**config.mk**
```make
export PLATFORM = sky130hd
export DESIGN_NAME = video_path_aligner_flat
export DESIGN_NICKNAME = d
export VERILOG_FILES = /design/src/rtl/video_path_if.sv /design/src/rtl/video_path_aligner.sv /design/src/flat_wrapper.sv
export SDC_FILE = /design/constraint.sdc
export NUM_CORES = 1
export LEC_CHECK = 0
export CAP_MARGIN = 15
export CORE_MARGIN = 1
export CORE_UTILIZATION = 55
export CTS_BUF_LIST = sky130_fd_sc_hd__clkbuf_8
export DETAILED_ROUTE_END_ITERATION = 10
export GPL_TIMING_DRIVEN = 1
export PLACE_DENSITY = 0.76
export SLEW_MARGIN = 20
export SYNTH_ARGS = -nofsm -noshare
export SYNTH_HDL_FRONTEND = slang
export SYNTH_SLANG_ARGS = --single-unit
export TNS_END_PERCENT = 1
```
**constraint.sdc**
```tcl
create_clock -name clk -period 3.45 [get_ports clk]
set_clock_uncertainty 0.15 [all_clocks]
set_input_delay 0.8625 -clock clk [delete_from_list [all_inputs] [get_ports clk]]
set_output_delay 0.8625 -clock clk [all_outputs]
set_load 0.02 [all_outputs]
```
**src/rtl/video_path_if.sv**
```systemverilog
// Bundle of raster, per-path pixel and mode-control signals between the
// processing generators and the VGA output stage.
interface video_path_if #(
    parameter int unsigned DW   = 8,
    parameter int unsigned NCH  = 5,
    parameter int unsigned SELW = 3
);
    logic                  hsync_in;
    logic                  vsync_in;
    logic                  active_in;
    logic [NCH*3*DW-1:0]   ch_data;
    logic [NCH-1:0]        ch_ready;
    logic [SELW-1:0]       mode_req;

    logic [DW-1:0]         pix_r;
    logic [DW-1:0]         pix_g;
    logic [DW-1:0]         pix_b;
    logic                  hsync_out;
    logic                  vsync_out;
    logic                  active_out;
    logic [SELW-1:0]       mode_cur;
    logic                  mode_pending;
    logic [15:0]           frame_cnt;

    modport master (
        output hsync_in, vsync_in, active_in, ch_data, ch_ready, mode_req,
        input  pix_r, pix_g, pix_b, hsync_out, vsync_out, active_out,
               mode_cur, mode_pending, frame_cnt
    );

    modport slave (
        input  hsync_in, vsync_in, active_in, ch_data, ch_ready, mode_req,
        output pix_r, pix_g, pix_b, hsync_out, vsync_out, active_out,
               mode_cur, mode_pending, frame_cnt
    );
endinterface

```
**src/rtl/video_path_aligner.sv**
```systemverilog
// Aligns NCH pipelines of differing latency to a common output latency,
// gates by per-path ready, selects one path, and switches mode only at vsync.
module video_path_aligner #(
    parameter int unsigned          DW        = 8,
    parameter int unsigned          NCH       = 5,
    parameter int unsigned          SELW      = 3,
    parameter int unsigned          LW        = 4,
    parameter logic [NCH*LW-1:0]    LAT_VEC   = 20'h64200,
    parameter int unsigned          OUT_LAT   = 7,
    parameter logic [SELW-1:0]      INIT_MODE = '0
) (
    input  logic         clk,
    input  logic         rst_n,
    video_path_if.slave  vif
);
    localparam int unsigned PW = 3 * DW;

    logic [OUT_LAT-1:0] hs_q;
    logic [OUT_LAT-1:0] vs_q;
    logic [OUT_LAT-1:0] act_q;

    // Sync/active delay lines; syncs idle high so the monitor sees no pulse.
    always_ff @(posedge clk or negedge rst_n) begin
        if (!rst_n) begin
            hs_q  <= '1;
            vs_q  <= '1;
            act_q <= '0;
        end else begin
            hs_q[0]  <= vif.hsync_in;
            vs_q[0]  <= vif.vsync_in;
            act_q[0] <= vif.active_in;
            for (int unsigned k = 1; k < OUT_LAT; k++) begin
                hs_q[k]  <= hs_q[k-1];
                vs_q[k]  <= vs_q[k-1];
                act_q[k] <= act_q[k-1];
            end
        end
    end

    logic hsync_out;
    logic vsync_out;
    logic active_out;

    assign hsync_out  = hs_q[OUT_LAT-1];
    assign vsync_out  = vs_q[OUT_LAT-1];
    assign active_out = act_q[OUT_LAT-1];

    logic [NCH*PW-1:0] data_tap;
    logic [NCH-1:0]    rdy_tap;

    for (genvar i = 0; i < NCH; i++) begin : g_path
        localparam int unsigned LAT = 32'(LAT_VEC[i*LW +: LW]);
        localparam int unsigned D   = OUT_LAT - LAT;

        logic [PW-1:0] d_q [D];
        logic [D-1:0]  r_q;

        // Path delay line; cleared during input vsync so stale frames never leak.
        always_ff @(posedge clk or negedge rst_n) begin
            if (!rst_n) begin
                for (int unsigned k = 0; k < D; k++) d_q[k] <= '0;
                r_q <= '0;
            end else if (!vif.vsync_in) begin
                for (int unsigned k = 0; k < D; k++) d_q[k] <= '0;
                r_q <= '0;
            end else begin
                d_q[0] <= vif.ch_data[i*PW +: PW];
                r_q[0] <= vif.ch_ready[i];
                for (int unsigned k = 1; k < D; k++) begin
                    d_q[k] <= d_q[k-1];
                    r_q[k] <= r_q[k-1];
                end
            end
        end

        assign data_tap[i*PW +: PW] = d_q[D-1];
        assign rdy_tap[i]           = r_q[D-1];
    end

    logic [SELW-1:0] req_q,      req_d;
    logic [SELW-1:0] mode_cur_q, mode_cur_d;
    logic [15:0]     cnt_q,      cnt_d;
    logic            vs_prev_q;
    logic            commit;
    logic            req_valid;

    assign commit    = vs_prev_q & ~vsync_out;
    assign req_valid = 32'(vif.mode_req) < NCH;

    always_comb begin
        req_d      = req_q;
        mode_cur_d = mode_cur_q;
        cnt_d      = cnt_q;
        if (req_valid) req_d = vif.mode_req;
        if (commit) begin
            mode_cur_d = req_q;
            cnt_d      = cnt_q + 16'd1;
        end
    end

    always_ff @(posedge clk or negedge rst_n) begin
        if (!rst_n) begin
            req_q      <= INIT_MODE;
            mode_cur_q <= INIT_MODE;
            cnt_q      <= '0;
            vs_prev_q  <= 1'b1;
        end else begin
            req_q      <= req_d;
            mode_cur_q <= mode_cur_d;
            cnt_q      <= cnt_d;
            vs_prev_q  <= vsync_out;
        end
    end

    logic [PW-1:0] sel_data;
    logic          sel_rdy;
    logic [PW-1:0] pix;

    // Output mux straight off the registered taps.
    always_comb begin
        sel_data = '0;
        sel_rdy  = 1'b0;
        for (int unsigned i = 0; i < NCH; i++) begin
            if (mode_cur_q == SELW'(i)) begin
                sel_data = data_tap[i*PW +: PW];
                sel_rdy  = rdy_tap[i];
            end
        end
        pix = (active_out && sel_rdy) ? sel_data : '0;
    end

    assign vif.pix_r        = pix[3*DW-1 -: DW];
    assign vif.pix_g        = pix[2*DW-1 -: DW];
    assign vif.pix_b        = pix[DW-1:0];
    assign vif.hsync_out    = hsync_out;
    assign vif.vsync_out    = vsync_out;
    assign vif.active_out   = active_out;
    assign vif.mode_cur     = mode_cur_q;
    assign vif.mode_pending = (req_q != mode_cur_q);
    assign vif.frame_cnt    = cnt_q;
endmodule
```
**src/flat_wrapper.sv**
```systemverilog
// flat-port wrapper written by rule: the top's interface ports become plain ports
module video_path_aligner_flat 
#(
    parameter int unsigned          DW        = 8,
    parameter int unsigned          NCH       = 5,
    parameter int unsigned          SELW      = 3,
    parameter int unsigned          LW        = 4,
    parameter logic [NCH*LW-1:0]    LAT_VEC   = 20'h64200,
    parameter int unsigned          OUT_LAT   = 7,
    parameter logic [SELW-1:0]      INIT_MODE = '0
)
  (clk, rst_n, vif_hsync_in, vif_vsync_in, vif_active_in, vif_ch_data, vif_ch_ready, vif_mode_req, vif_pix_r, vif_pix_g, vif_pix_b, vif_hsync_out, vif_vsync_out, vif_active_out, vif_mode_cur, vif_mode_pending, vif_frame_cnt);
  video_path_if #(.DW(DW), .NCH(NCH), .SELW(SELW)) vif_i ();
  input  logic clk;
  input  logic rst_n;
  input wire logic [$bits(vif_i.hsync_in)-1:0] vif_hsync_in;
  input wire logic [$bits(vif_i.vsync_in)-1:0] vif_vsync_in;
  input wire logic [$bits(vif_i.active_in)-1:0] vif_active_in;
  input wire logic [$bits(vif_i.ch_data)-1:0] vif_ch_data;
  input wire logic [$bits(vif_i.ch_ready)-1:0] vif_ch_ready;
  input wire logic [$bits(vif_i.mode_req)-1:0] vif_mode_req;
  output wire logic [$bits(vif_i.pix_r)-1:0] vif_pix_r;
  output wire logic [$bits(vif_i.pix_g)-1:0] vif_pix_g;
  output wire logic [$bits(vif_i.pix_b)-1:0] vif_pix_b;
  output wire logic [$bits(vif_i.hsync_out)-1:0] vif_hsync_out;
  output wire logic [$bits(vif_i.vsync_out)-1:0] vif_vsync_out;
  output wire logic [$bits(vif_i.active_out)-1:0] vif_active_out;
  output wire logic [$bits(vif_i.mode_cur)-1:0] vif_mode_cur;
  output wire logic [$bits(vif_i.mode_pending)-1:0] vif_mode_pending;
  output wire logic [$bits(vif_i.frame_cnt)-1:0] vif_frame_cnt;
  assign vif_i.hsync_in = vif_hsync_in;
  assign vif_i.vsync_in = vif_vsync_in;
  assign vif_i.active_in = vif_active_in;
  assign vif_i.ch_data = vif_ch_data;
  assign vif_i.ch_ready = vif_ch_ready;
  assign vif_i.mode_req = vif_mode_req;
  assign vif_pix_r = vif_i.pix_r;
  assign vif_pix_g = vif_i.pix_g;
  assign vif_pix_b = vif_i.pix_b;
  assign vif_hsync_out = vif_i.hsync_out;
  assign vif_vsync_out = vif_i.vsync_out;
  assign vif_active_out = vif_i.active_out;
  assign vif_mode_cur = vif_i.mode_cur;
  assign vif_mode_pending = vif_i.mode_pending;
  assign vif_frame_cnt = vif_i.frame_cnt;
  video_path_aligner #(.DW(DW), .NCH(NCH), .SELW(SELW), .LW(LW), .LAT_VEC(LAT_VEC), .OUT_LAT(OUT_LAT), .INIT_MODE(INIT_MODE)) u_core (.clk(clk), .rst_n(rst_n), .vif(vif_i));
endmodule
```
==> flow_summary.yaml <==
run_status:
  status: "finished, final reports clean"
pwr:
  pwr_density_cell_nw_per_um2: 566
  irDropWorstVdd_uv: 311
  power.leakage_nw: 12.3
critical_path:
  worstPathMaxFanout: 31
  path_depth: 6
  end_kind: "output port"
  worstReg2RegEnd: "u_core.vif.frame_cnt[15]$_DFFE_PN0P_"
  critPathRequiredTime_ns: 2.44
  crit_type: "flop to output port"
  crit_end: "vif_pix_g[5]"
  worstSetupStartpointType: "flop"
  cp.arrival_ns: 2.37
  reg2reg_from: "u_core.vif.frame_cnt[7]$_DFFE_PN0P_"
  reg2reg_slack_ns: 1.71
  startpoint: "u_core.vif.mode_cur[2]$_DFFE_PN0P_"
  critPathBufInv: 2
  cpLargestDelayFamily: "buffers and inverters"
  cpMaxStageDelayCell: "dfrtp_1"
  reg2reg_depth: 4
  critical_path.max_stage_delay_ns: 0.40
  crit_chain: "buf_12 > nor2b_2 > and2b_4 > o21ai_4 > a311oi_2 > clkdlybuf4s15_2"
route:
  drt-met1-wl_mm: 17.3
  top_layer: "met4"
  ant_nets: 0
  detail_route.first_pass.iterations: 5
  vias: 10700
  drc_errors: 0
  vias_per_cell: 4.69
  drt_iter0_drc: 542
  dr_wl_met2_mm: 15.9
  route.met3.wl_mm: 2.06
  wire_per_inst_um: 16.0
  totalWireLength_mm: 36.3
clock_network:
  cts_buffers: 92
  cts_buffer_depth: 3
  cts_max_level: 3
  cts_hold_buf: 0
  cts.sinks: 619
  clk_latency_ns: 0.64
  cts_tree: "done"
  root_buffer: "clkbuf_8"
  clkTransAtPathRegs_ns: 0.06
sta:
  slew_headroom: 0.580
  worstMarginPinSlew_ns: 0.624
  setup_viol: 0
  hold_slack_ns: 0.0660
  final.setup.worst_slack_ns: 0.0665
  hold_viol: 0
  period_share: 0.981
  drv_slew: 0
  rsz0062_at_grt: "true"
  min_period_ns: 3.38
  max_freq_mhz: 296
  fin_setup_tns_ns: 0
flow_run:
  maxCapViolCount: 0
synthesis:
  ys_types: 33
  postSynthCellCount: 1494
  synthArstFlopShare: 1.00
  ys_seq_area_frac: 0.743
  syn_area_um2: 20900
  synth-warning-count: 0
  synth_edf_count: 0
  syn_nets: 1628
  synth_top_flop_cell: "dfrtp_1"
  ys_ff_latch: 619
  syn_area_per_cell_um2: 14.0
grt:
  grt_pass1_wl_mm: 58.8
  grt_max_degree: 161
  antenna_found_initial: 0
  grt_pass1_vias: 11100
  overflow: 0
  grtUsageTotal: 0.198
min_path:
  hp-class: "primary input to async pin"
finish:
  final_util: 0.682
  diodes: 0
  fin_nets: 1844
  final_layout_size_suffix_gt1_frac: 0.143
  design_area_um2: 25200
  area_growth_pct: 20.8
placement:
  gp_congestion: 0.899
  dp_slack_ns: -0.0940
  hpwl_mm: 23.3
  port_buffers: 179
  place_area_um2: 23300
floorplanning:
  die_x_um: 197
  pin_count: 180
  fp.coreArea_um2: 37000
  die-area_um2: 38700
  die_h_um: 197
  placementRows: 70
  start_util: 0.565
[registers in the layout, indices dropped and copies added (netlist names)]
signal,cells
u_core.g_path.d_q,456
u_core.data_tap,96
u_core.g_path.r_q,23
u_core.vif.frame_cnt,16
u_core.act_q,7
u_core.hs_q,7
u_core.vs_q,7
u_core.req_q,3
u_core.vif.mode_cur,3
u_core.vs_prev_q,1
[timing repair]
action	CTS	global route
setup buffers	1	1
pin swaps	7	3
gates resized for setup	128	23
setup endpoints to repair	24	21
gates cloned	3	0
[power breakdown]
part | switching [mW] | total (mW) | internal, mW | leakage, nW
Combinational | 0.542 | 0.987 | 0.445 | 2.98
Clock | 2.57 | 5.67 | 3.10 | 1.02
Sequential | 0.113 | 7.61 | 7.50 | 8.33
Total | 3.23 | 14.3 | 11.0 | 12.3
[per-stage QoR]
step	power [mW]	cells
6_report	14.3	2272
5_1_grt	14.9	2272
4_1_cts	14.5	2271
3_5_place_dp	8.70	2115
3_3_place_gp	8.68	2115
2_1_floorplan	8.15	1494
[metal layers]
metal,global-route usage,vias to the layer above
met5,0,-
met4,0.0879,0
met3,0.0471,64
met2,0.281,308
met1,0.295,5166
li1,-,5121
[cells in the mapped netlist, types with 3 or more instances]
master,number,area [µm²]
nand3_1,30,150
xnor2_1,15,131
a311oi_1,23,201
nand2_1,31,116
o21ai_0,23,115
dfrtp_1,604,15100
nand4_1,3,18.8
dfstp_2,15,394
nor2_1,7,26.3
a21oi_1,27,135
clkbuf_1,75,282
and2_1,576,3600
inv_1,4,15.0
xor2_1,3,26.3
mux2_2,28,315
buf_6,3,33.8
buf_2,8,40.0
[how the worst min path moves through the flow]
stage | from | to | cells past startpoint
after global routing | rst_n | u_core.g_path[1].d_q[150]$_DFF_PN0_ | 1
after floorplan | u_core.act_q[0]$_DFF_PN0_ | u_core.act_q[1]$_DFF_PN0_ | 0
final | rst_n | u_core.g_path[1].d_q[150]$_DFF_PN0_ | 1
after global placement | u_core.act_q[1]$_DFF_PN0_ | u_core.act_q[2]$_DFF_PN0_ | 0
after detailed placement | u_core.act_q[2]$_DFF_PN0_ | u_core.act_q[3]$_DFF_PN0_ | 0
after CTS | rst_n | u_core.g_path[1].d_q[150]$_DFF_PN0_ | 1
[logic make-up (layout without fill, tap and decap cells)]
| logic type | count (synthesis) | count (layout) | synth area share |
|---|---|---|---|
| AO/OA/AOI/OAI | 78 | 81 | 0.0240 |
| XOR/XNOR | 18 | 18 | 0.00755 |
| adder cells (fa/ha/maj) | 1 | 1 | 0.000599 |
| buffers and inverters | 91 | 362 | 0.0179 |
| flip-flops | 619 | 619 | 0.743 |
| multiplexers | 29 | 29 | 0.0156 |
| AND/OR/NAND/NOR | 658 | 658 | 0.191 |
[worst reg2reg max path, stage by stage, from the launching register on]
cell     delay, ns
dfrtp_1       0.42
nand3_1       0.13
nor4_1        0.55
nand4_1       0.19
xnor2_1       0.18
[layout by cell type, fill, tap and decap left out, drive strengths merged, types with 28 or more instances in the layout]
cell type	count
inv	34
nand2	31
dfrtp	604
and2	576
nand3	30
mux2	28
clkdlybuf4s50	153
clkbuf	106
buf	51
[layout make-up]
cell class	instances	area [µm²]
clock buffers	106	1460
clock inverters	46	335
well taps	504	631
flip-flops and latches	619	15500
inverters	4	15.0
fillers	2624	11800
repair buffers	206	2080
multi-input cells	787	5180
Note: power is estimated with default switching activity, not from simulation.
